<file path="src/rtl/wb_port_arbiter_pkg.sv">
// Shared constants, types and helpers for the writeback port arbiter.
package wb_port_arbiter_pkg;

  localparam int unsigned N_REQ  = 4;
  localparam int unsigned SEL_W  = $clog2(N_REQ);
  localparam int unsigned DATA_W = 64;
  localparam int unsigned REG_W  = 5;

  localparam logic [REG_W-1:0] ZERO_REG = REG_W'(31);

  // Requester indices double as writeback mux select codes.
  typedef enum logic [SEL_W-1:0] {
    WB_ALU  = 2'd0,
    WB_LOAD = 2'd1,
    WB_MUL  = 2'd2,
    WB_LINK = 2'd3
  } wb_src_e;

  // Registered writeback payload toward the register file.
  typedef struct packed {
    logic                en;
    wb_src_e             sel;
    logic [REG_W-1:0]    rd;
    logic [DATA_W-1:0]   data;
  } wb_out_t;

  // Writes to the hard-wired zero register never reach the register file.
  function automatic logic is_zero_reg(input logic [REG_W-1:0] rd);
    return rd == ZERO_REG;
  endfunction

endpackage

</file>
<file path="src/rtl/wb_port_arbiter_if.sv">
// Requester handshake and register-file writeback bus.
interface wb_port_arbiter_if;
  import wb_port_arbiter_pkg::*;

  logic [N_REQ-1:0]             req_valid;
  logic [N_REQ-1:0][DATA_W-1:0] req_data;
  logic [N_REQ-1:0][REG_W-1:0]  req_rd;
  logic [N_REQ-1:0]             req_ready;
  wb_src_e                      wb_sel;
  logic                         wb_en;
  logic [REG_W-1:0]             wb_rd;
  logic [DATA_W-1:0]            wb_data;
  logic                         busy;

  // Producer side: presents results, observes accept and writeback.
  modport master (
    output req_valid, req_data, req_rd,
    input  req_ready, wb_sel, wb_en, wb_rd, wb_data, busy
  );

  // Arbiter side.
  modport slave (
    input  req_valid, req_data, req_rd,
    output req_ready, wb_sel, wb_en, wb_rd, wb_data, busy
  );

endinterface

</file>
<file path="src/rtl/wb_port_arbiter_rr_arbiter.sv">
// N-way round-robin arbiter; search starts at the pointer and wraps.
module rr_arbiter #(
  parameter  int unsigned N     = 4,
  localparam int unsigned IDX_W = (N > 1) ? $clog2(N) : 1
) (
  input  logic             clk,
  input  logic             rst_n,
  input  logic             en,
  input  logic [N-1:0]     req,
  output logic [N-1:0]     grant_c,
  output logic [IDX_W-1:0] grant_idx_c,
  output logic             grant_vld_c
);

  logic [IDX_W-1:0] ptr_q;
  logic [IDX_W-1:0] ptr_d;

  // First valid requester at or after the pointer wins; pointer moves past it.
  always_comb begin
    grant_c     = '0;
    grant_idx_c = '0;
    grant_vld_c = 1'b0;
    ptr_d       = ptr_q;
    if (en) begin
      for (int unsigned i = 0; i < N; i++) begin
        if (!grant_vld_c && req[IDX_W'((32'(ptr_q) + i) % N)]) begin
          grant_vld_c = 1'b1;
          grant_idx_c = IDX_W'((32'(ptr_q) + i) % N);
        end
      end
    end
    if (grant_vld_c) begin
      grant_c[grant_idx_c] = 1'b1;
      ptr_d                = IDX_W'((32'(grant_idx_c) + 32'd1) % N);
    end
  end

  // Priority pointer; resets to index 0 (highest priority first).
  always_ff @(posedge clk or negedge rst_n) begin
    if (!rst_n) begin
      ptr_q <= '0;
    end else begin
      ptr_q <= ptr_d;
    end
  end

endmodule

</file>
<file path="src/rtl/wb_port_arbiter.sv">
// Shares the register-file write port between ALU, load, mul and link results.
module wb_port_arbiter
  import wb_port_arbiter_pkg::*;
(
  input  logic              clk,
  input  logic              rst_n,
  input  logic              flush,
  wb_port_arbiter_if.slave  bus
);

  logic                 arb_en_c;
  logic [N_REQ-1:0]     grant_c;
  logic [SEL_W-1:0]     grant_idx_c;
  logic                 grant_vld_c;
  logic [DATA_W-1:0]    data_mux_c;
  logic [REG_W-1:0]     rd_mux_c;
  wb_out_t              wb_q;
  wb_out_t              wb_d;

  // Flush blocks all grants; no grant while reset is held.
  assign arb_en_c = ~flush & rst_n;

  rr_arbiter #(
    .N (N_REQ)
  ) u_rr_arbiter (
    .clk         (clk),
    .rst_n       (rst_n),
    .en          (arb_en_c),
    .req         (bus.req_valid),
    .grant_c     (grant_c),
    .grant_idx_c (grant_idx_c),
    .grant_vld_c (grant_vld_c)
  );

  // Winner payload selection.
  always_comb begin
    data_mux_c = bus.req_data[grant_idx_c];
    rd_mux_c   = bus.req_rd[grant_idx_c];
  end

  // Next writeback: capture on accept, hold payload when idle, pulse enable once.
  always_comb begin
    wb_d    = wb_q;
    wb_d.en = 1'b0;
    if (grant_vld_c) begin
      wb_d.en   = ~is_zero_reg(rd_mux_c);
      wb_d.sel  = wb_src_e'(grant_idx_c);
      wb_d.rd   = rd_mux_c;
      wb_d.data = data_mux_c;
    end
  end

  // Writeback output register; clears immediately on reset.
  always_ff @(posedge clk or negedge rst_n) begin
    if (!rst_n) begin
      wb_q <= '0;
    end else begin
      wb_q <= wb_d;
    end
  end

  assign bus.req_ready = grant_c;
  assign bus.busy      = |(bus.req_valid & ~grant_c);
  assign bus.wb_en     = wb_q.en;
  assign bus.wb_sel    = wb_q.sel;
  assign bus.wb_rd     = wb_q.rd;
  assign bus.wb_data   = wb_q.data;

endmodule
</file>
<file path="src/flat_wrapper.sv">
// flat-port wrapper written by rule: the top's interface ports become plain ports
module wb_port_arbiter_flat import wb_port_arbiter_pkg::*;
  (clk, rst_n, flush, bus_req_valid, bus_req_data, bus_req_rd, bus_req_ready, bus_wb_sel, bus_wb_en, bus_wb_rd, bus_wb_data, bus_busy);
  wb_port_arbiter_if bus_i ();
  input  logic clk;
  input  logic rst_n;
  input  logic flush;
  input wire logic [$bits(bus_i.req_valid)-1:0] bus_req_valid;
  input wire logic [$bits(bus_i.req_data)-1:0] bus_req_data;
  input wire logic [$bits(bus_i.req_rd)-1:0] bus_req_rd;
  output wire logic [$bits(bus_i.req_ready)-1:0] bus_req_ready;
  output wire logic [$bits(bus_i.wb_sel)-1:0] bus_wb_sel;
  output wire logic [$bits(bus_i.wb_en)-1:0] bus_wb_en;
  output wire logic [$bits(bus_i.wb_rd)-1:0] bus_wb_rd;
  output wire logic [$bits(bus_i.wb_data)-1:0] bus_wb_data;
  output wire logic [$bits(bus_i.busy)-1:0] bus_busy;
  assign bus_i.req_valid = bus_req_valid;
  assign bus_i.req_data = bus_req_data;
  assign bus_i.req_rd = bus_req_rd;
  assign bus_req_ready = bus_i.req_ready;
  assign bus_wb_sel = bus_i.wb_sel;
  assign bus_wb_en = bus_i.wb_en;
  assign bus_wb_rd = bus_i.wb_rd;
  assign bus_wb_data = bus_i.wb_data;
  assign bus_busy = bus_i.busy;
  wb_port_arbiter u_core (.clk(clk), .rst_n(rst_n), .flush(flush), .bus(bus_i));
endmodule
</file>
<file path="config.mk">
export PLATFORM = sky130hd
export DESIGN_NAME = wb_port_arbiter_flat
export DESIGN_NICKNAME = d
export VERILOG_FILES = /design/src/rtl/wb_port_arbiter_pkg.sv /design/src/rtl/wb_port_arbiter_if.sv /design/src/rtl/wb_port_arbiter_rr_arbiter.sv /design/src/rtl/wb_port_arbiter.sv /design/src/flat_wrapper.sv
export SDC_FILE = /design/constraint.sdc
export NUM_CORES = 1
export LEC_CHECK = 0
export ABC_CLOCK_PERIOD_IN_PS = 4900
export BUFFER_PORTS_ARGS = -buffer_cell sky130_fd_sc_hd__buf_4
export CAP_MARGIN = 40
export CORE_AREA = 2 2 140 142
export DETAILED_ROUTE_END_ITERATION = 16
export DIE_AREA = 0 0 142 144
export GPL_ROUTABILITY_DRIVEN = 1
export PLACE_DENSITY = 0.56
export SLEW_MARGIN = 40
export SYNTH_ARGS = -nofsm -noshare
export SYNTH_HDL_FRONTEND = slang
export SYNTH_SLANG_ARGS = --single-unit
</file>
<file path="constraint.sdc">
create_clock -name clk -period 4.9 [get_ports clk]
set_clock_uncertainty 0.15 [all_clocks]
set_input_delay 0.98 -clock clk [delete_from_list [all_inputs] [get_ports clk]]
set_output_delay 0.98 -clock clk [all_outputs]
set_load 0.02 [all_outputs]
</file>
==> run metrics, run 1 <==
initial antenna violation count=0; clk root buf=clkbuf_16; Synth Instances=572; final setup vio count=0; worst min path class=primary input to asynchronous set/reset pin; Synth top cells by count=197 x nand2_1, 74 x dfrtp_1, 54 x mux2i_1; sequential area share after synthesis=37.8%; status=complete, no violations; met1 usage=21.5%; final hold vios=0; vias in the first global route=5263; post-layout utilization of the core=42.4%; worst endpoint data arrival time=3.05 ns; Post-synth ARST share=100%; WS Path Type=primary input to output port; total grt overflow=0; GRT Util Overall=18.7%; top cell type's share of synthesized area=37.8%; Core Rows=51; Layout area overhead=65.3%; Cell Area, Synth=0.00490 mm2; Max-Cap Viols=0; core area=0.0191 mm2; # hold bufs at CTS=0; fraction of layout cells with a size suffix above 1=43.8%; Num CTS Buffers=9; global route hottest layer=met2; CP startpoint=bus_req_valid[1]; critical path endpoint category=output port; reg2reg end=u_core.bus.wb_en$_DFF_PN0_; clk sink count=74; largest family of logic cells by synthesized area=simple AND/OR/NAND/NOR gates; Slew HR=50.0%; Vias/cell=4.92; first-pass GRT wire length=29500 um; CTS resizes=0; worst-path maximum fanout=12; Clock Latency Late Sink=0.33 ns; Pleak=0.00461 uW; min cycle time layout=4.18 ns; Ys Warns=0; most frequent cell after synthesis=nand2_1; number of synthesized flops with an enable pin=0; main flop type after synthesis=dfrtp_1; RePlAce Congestion=0.808; n_diodes=0; Distinct cells, synth=36; CP Data Required Time=3.77 ns; total setup buffers inserted after CTS=0; Power Dens Cells=308 mW/mm2; starting density of the core=25.7%; FF-to-FF Start=u_core.u_rr_arbiter.ptr_q[1]$_DFFE_PN0P_; Worst Max-Slew Pin Slew=0.749 ns; DRC Markers=0; DIE AREA=0.0204 mm2; Top Ports=360; Synthesized Nets=859; largest cells by area after synthesis=dfrtp_1 38%, nand2_1 15%, mux2i_1 11%; Setup crit end=bus_busy; R2R depth=8; PortBufs=359; Via Count=5634; Synth Area in XOR/XNOR=0%; post-synthesis mux area share=12.2%; Detail Route Antenna Nets=0; clk slew on worst S/H paths=0.06 ns; Setup crit start kind=primary input; Adder-Cell Fraction of Synth Area=1.02%; largest net degree at the start of global routing=82; Yosys reg bits=74; Pins Over Slew Limit=0; WL/cell=17.5 um; Die H=144 um; initial DRC count=247; Max H-tree Level=3; clk buf depth=2; Peak VDD IR=0.137 mV; M2 GR Usage=32.6%; TritonCTS clock tree=done; Die Wd=142 um; final setup TNS=0 ns; mean post-synth cell area=8.56 um2; met3 usage=5.96%; final WL=20100 um; simple-gate share of the synthesized area=22.8%; TritonRoute pass-1 iters=4; Reg2Reg Setup Slack=1.79 ns; Synth Area in Compound Gates=20.2%; RSZ-0062 raised after global routing=false; post-route clock period utilization=85.3%; max frequency=239 MHz; DP HPWL=15300 um; final layout net count=1190; post-synth top area cell=dfrtp_1
## routing by layer
layer  wire length [um]  vias up  part of all wire (%)
met4                600        0                   3.0
met3               1930       27                   9.6
li1                   -     2717                     -
met5                  0        -                     0
met1               7540     2610                    38
met2              10000      280                    50
## worst min path at each step
stage | cells past startpoint | slack [ns] | start | end
finish | 1 | 0.31 | rst_n | u_core.bus.wb_data[48]$_DFFE_PN0P_
global route | 1 | 0.30 | rst_n | u_core.bus.wb_data[39]$_DFFE_PN0P_
global placement | 1 | 0.31 | u_core.bus.wb_data[38]$_DFFE_PN0P_ | u_core.bus.wb_data[38]$_DFFE_PN0P_
CTS | 1 | 0.29 | rst_n | u_core.bus.wb_data[7]$_DFFE_PN0P_
floorplan | 2 | 0.39 | u_core.u_rr_arbiter.ptr_q[1]$_DFFE_PN0P_ | u_core.u_rr_arbiter.ptr_q[1]$_DFFE_PN0P_
detailed placement | 1 | 0.32 | u_core.bus.wb_data[40]$_DFFE_PN0P_ | u_core.bus.wb_data[40]$_DFFE_PN0P_
## area by class of cell
type	count	area [um2]
Fill cell	1966	11000
Timing Repair Buffer	370	2810
Multi-Input combinational cell	441	2760
Sequential cell	74	1850
Tap cell	238	298
Clock buffer	12	267
Clock inverter	4	72.6
Inverter	7	31.3
## worst max-delay path, stage by stage
cell      delay (ns)
buf_4           0.13
nor2_1          0.20
nand2_1         0.12
a311oi_4        0.68
inv_4           0.18
ha_1            0.23
and2_1          0.15
o221ai_1        0.19
buf_4           0.18
## layout by cell type (no fill, tap or decap), types with 2 or more instances in the layout
master | Yosys | layout
inv_4 | 0 | 2
a21oi_1 | 4 | 4
clkbuf_16 | 0 | 9
nand2_1 | 197 | 196
a21o_1 | 40 | 39
buf_12 | 0 | 2
buf_6 | 5 | 2
nand3_1 | 8 | 8
o221ai_1 | 26 | 26
nand4bb_1 | 2 | 2
and3_1 | 40 | 40
a311oi_1 | 39 | 39
mux2i_1 | 54 | 54
and2_1 | 3 | 3
nand4_1 | 2 | 2
clkbuf_8 | 0 | 3
ha_1 | 4 | 4
dfrtp_1 | 74 | 74
inv_1 | 5 | 5
bufinv_16 | 0 | 2
buf_4 | 8 | 366
mux2_2 | 5 | 5
nor2_1 | 3 | 3
## per-stage QoR
step / cells / cell area [um2] / hold slack (ns) / worst slack (ns) / total power (uW)
floorplan: 572 / 4900 / 0.389 / 0.575 / 1270
global placement: 1129 / 7720 / 0.310 / 0.778 / 1760
detailed placement: 1129 / 7730 / 0.317 / 0.746 / 1760
CTS: 1145 / 8070 / 0.294 / 0.744 / 2530
global route: 1146 / 8090 / 0.298 / 0.566 / 2630
finish: 1146 / 8090 / 0.309 / 0.720 / 2490
## report_power, final
part	leakage [uW]	internal (uW)	switching [uW]
Clock	0.000165	487	263
Combinational	0.00354	453	478
Sequential	0.000906	735	79.4
## state kept, by name, summed over array words and instances (netlist names)
| register | count |
|---|---|
| u_core.bus.wb_data | 64 |
| u_core.bus.wb_en | 1 |
| u_core.bus.wb_sel | 2 |
| u_core.bus.wb_rd | 5 |
| u_core.u_rr_arbiter.ptr_q | 2 |
## cells by family (layout without fill, tap and decap cells)
kind of cell / Yosys count / after routing
AO/OA/AOI/OAI: 119 / 119
multiplexers: 59 / 59
AND/OR/NAND/NOR: 259 / 259
adder cells (fa/ha/maj): 4 / 4
buffers and inverters: 57 / 393
flip-flops: 74 / 74
Note: power is estimated with default switching activity, not from simulation.
==> run 2, diff against run 1 <==
Settings changed: CORE_AREA 2 2 140 142 to 3 3 141 143, CTS_CLUSTER_DIAMETER from default to 50, DIE_AREA 0 0 142 144 to 0 0 144 146.
==> run 2 against run 1 <==
Against the previous run: non-clock buffer count unchanged; global-route usage fell by 0.73 points; final area shrank 0.87%; sequential cell count did not move; critical endpoint unchanged; critical path type unchanged; hold slack got worse by 0.013 ns.
==> run metrics, run 2 (synthesis gave the netlist of run 1 again) <==
status=complete, no violations; RSZ-0062 raised after global routing=false; most used cell, CP=buf_4; Vias/cell=4.91 (-0.18%); worst endpoint data arrival time=2.88 ns (-0.17 ns); Num CTS Buffers=9 (unchanged); final layout net count=1190 (unchanged); met3 usage=4.60% (-1.4 points); Max H-tree Level=3 (unchanged); most frequent cells in the layout=367 x buf_4, 196 x nand2_1, 74 x dfrtp_1; total grt overflow=0 (unchanged); CP peak stage delay=0.42 ns (-0.26 ns); total setup buffers inserted after CTS=0 (unchanged); Die Wd=144 um (+1.4%); fraction of layout cells with a size suffix above 1=43.7% (-0.17 points); Clock Latency Late Sink=0.32 ns (about the same); global route hottest layer=met2; Via Count=5604 (-0.53%); RePlAce Congestion=0.821 (+1.7%); first-pass GRT wire length=29800 um (+1.3%); WL/cell=17.6 um (+0.12%); GRT Util Overall=17.9% (-0.73 points); final WL=20100 um (-0.23%); TritonRoute pass-1 iters=5 (+1); Power Dens Cells=296 mW/mm2 (-3.8%); DIE AREA=0.0210 mm2 (+2.8%); CTS resizes=0 (unchanged); Setup crit start kind=primary input; final hold vios=0 (unchanged); Max-Cap Viols=0 (unchanged); PortBufs=359 (unchanged); Peak VDD IR=0.129 mV (-5.3%); hold slack final=0.296 ns (-0.0126 ns); core area=0.0187 mm2 (-2.0%); # hold bufs at CTS=0 (unchanged); R2R depth=8 (unchanged); CP Data Required Time=3.77 ns (about the same); Layout area overhead=63.9%; clk sink count=74 (unchanged); vias in the first global route=5524 (+5.0%); final setup vio count=0 (unchanged); CP max stage cell=buf_4; final setup TNS=0 ns (unchanged); initial DRC count=189 (-23%); met1 usage=20.6% (-0.89 points); post-layout utilization of the core=42.9% (+0.47 points); Slew HR=52.6% (+2.6 points); starting density of the core=26.2% (+0.51 points); Core Rows=50 (-2.0%); clk root buf=clkbuf_16; Pleak=0.00457 uW (-0.70%); Detail Route Antenna Nets=0 (unchanged); M2 GR Usage=31.6% (-0.96 points); Worst Max-Slew Pin Slew=0.711 ns (-0.0386 ns); crit path cell chain=buf_4 -> nand2b_1 -> a21oi_1 -> o211a_1 -> buf_4 -> ha_1 -> nand2_1 -> a2bb2oi_1 -> o221ai_1 -> buf_4; post-route clock period utilization=81.8% (-3.5 points); DP HPWL=15400 um (about the same); worst min path class=primary input to asynchronous set/reset pin; min cycle time layout=4.01 ns (-0.173 ns); fin area=0.00802 mm2 (-0.87%); commonest non-fill, non-tap cell in the layout=buf_4; TritonCTS clock tree=done; Die H=146 um (+1.4%); max reg flops=64 (unchanged); clk buf depth=2 (unchanged); initial antenna violation count=1 (+1); critical path endpoint category=output port; largest net degree at the start of global routing=83 (+1.2%); DRC Markers=0 (unchanged); max frequency=250 MHz (+4.3%); Top Ports=360 (unchanged); clk slew on worst S/H paths=0.06 ns (about the same); WS Path Type=primary input to output port; Pins Over Slew Limit=0 (unchanged); post-place instance area=0.00772 mm2 (-0.19%); worst-path maximum fanout=47 (+35)
## run 2: cell count changes in the layout (fill, tap and decap cells not counted), sizes merged
cell    previous run  this run
inv                7         6
clkbuf            12        10
bufinv             2         1
diode              0         1
clkinv             1         4
## run 2: final cells by class
| type | count | area [um2] |
|---|---|---|
| Timing Repair Buffer | 370 | 2800 |
| Clock inverter | 5 | 56.3 |
| Antenna cell | 1 | 2.50 |
| Sequential cell | 74 | 1850 |
| Tap cell | 234 | 293 |
| Multi-Input combinational cell | 441 | 2760 |
| Fill cell | 1944 | 10700 |
| Clock buffer | 10 | 229 |
| Inverter | 7 | 30.0 |
## run 2: worst paths after layout
kind | end | startpoint | slack [ns]
min in group clk | u_core.bus.wb_data[8]$_DFFE_PN0P_ | u_core.bus.wb_data[8]$_DFFE_PN0P_ | 0.33
max | bus_busy | flush | 0.89
max reg2reg | u_core.bus.wb_en$_DFF_PN0_ | u_core.u_rr_arbiter.ptr_q[0]$_DFFE_PN0P_ | 2.03
min | u_core.bus.wb_data[35]$_DFFE_PN0P_ | rst_n | 0.30
min reg2reg | u_core.bus.wb_data[8]$_DFFE_PN0P_ | u_core.bus.wb_data[8]$_DFFE_PN0P_ | 0.33
max in group asynchronous | u_core.bus.wb_data[48]$_DFFE_PN0P_ | rst_n | 3.40
## run 2: per-stage QoR
| step | std cells | total power (uW) | setup slack [ns] |
|---|---|---|---|
| 2_1_floorplan | 572 | 1270 | 0.575 |
| 3_3_place_gp | 1125 | 1760 | 0.866 |
| 3_5_place_dp | 1125 | 1760 | 0.846 |
| 4_1_cts | 1140 | 2420 | 0.846 |
| 5_1_grt | 1142 | 2520 | 0.680 |
| 6_report | 1142 | 2380 | 0.894 |
## run 2: worst max-delay path, delay by kind of cell
family | cells | cell delay [ns]
buf+inv | 3 | 0.70
compound gates | 4 | 0.69
simple gates | 2 | 0.28
fa+ha+maj | 1 | 0.23
## run 2: layer usage
layer	wire length, um	share of wire, %
met1	7350	37
met2	10200	51
met3	1950	9.7
met4	593	3.0
met5	0	0
## run 2: where the power goes
part	switching, uW	internal, uW
Combinational	475	451
Sequential	77.7	735
Clock	250	391
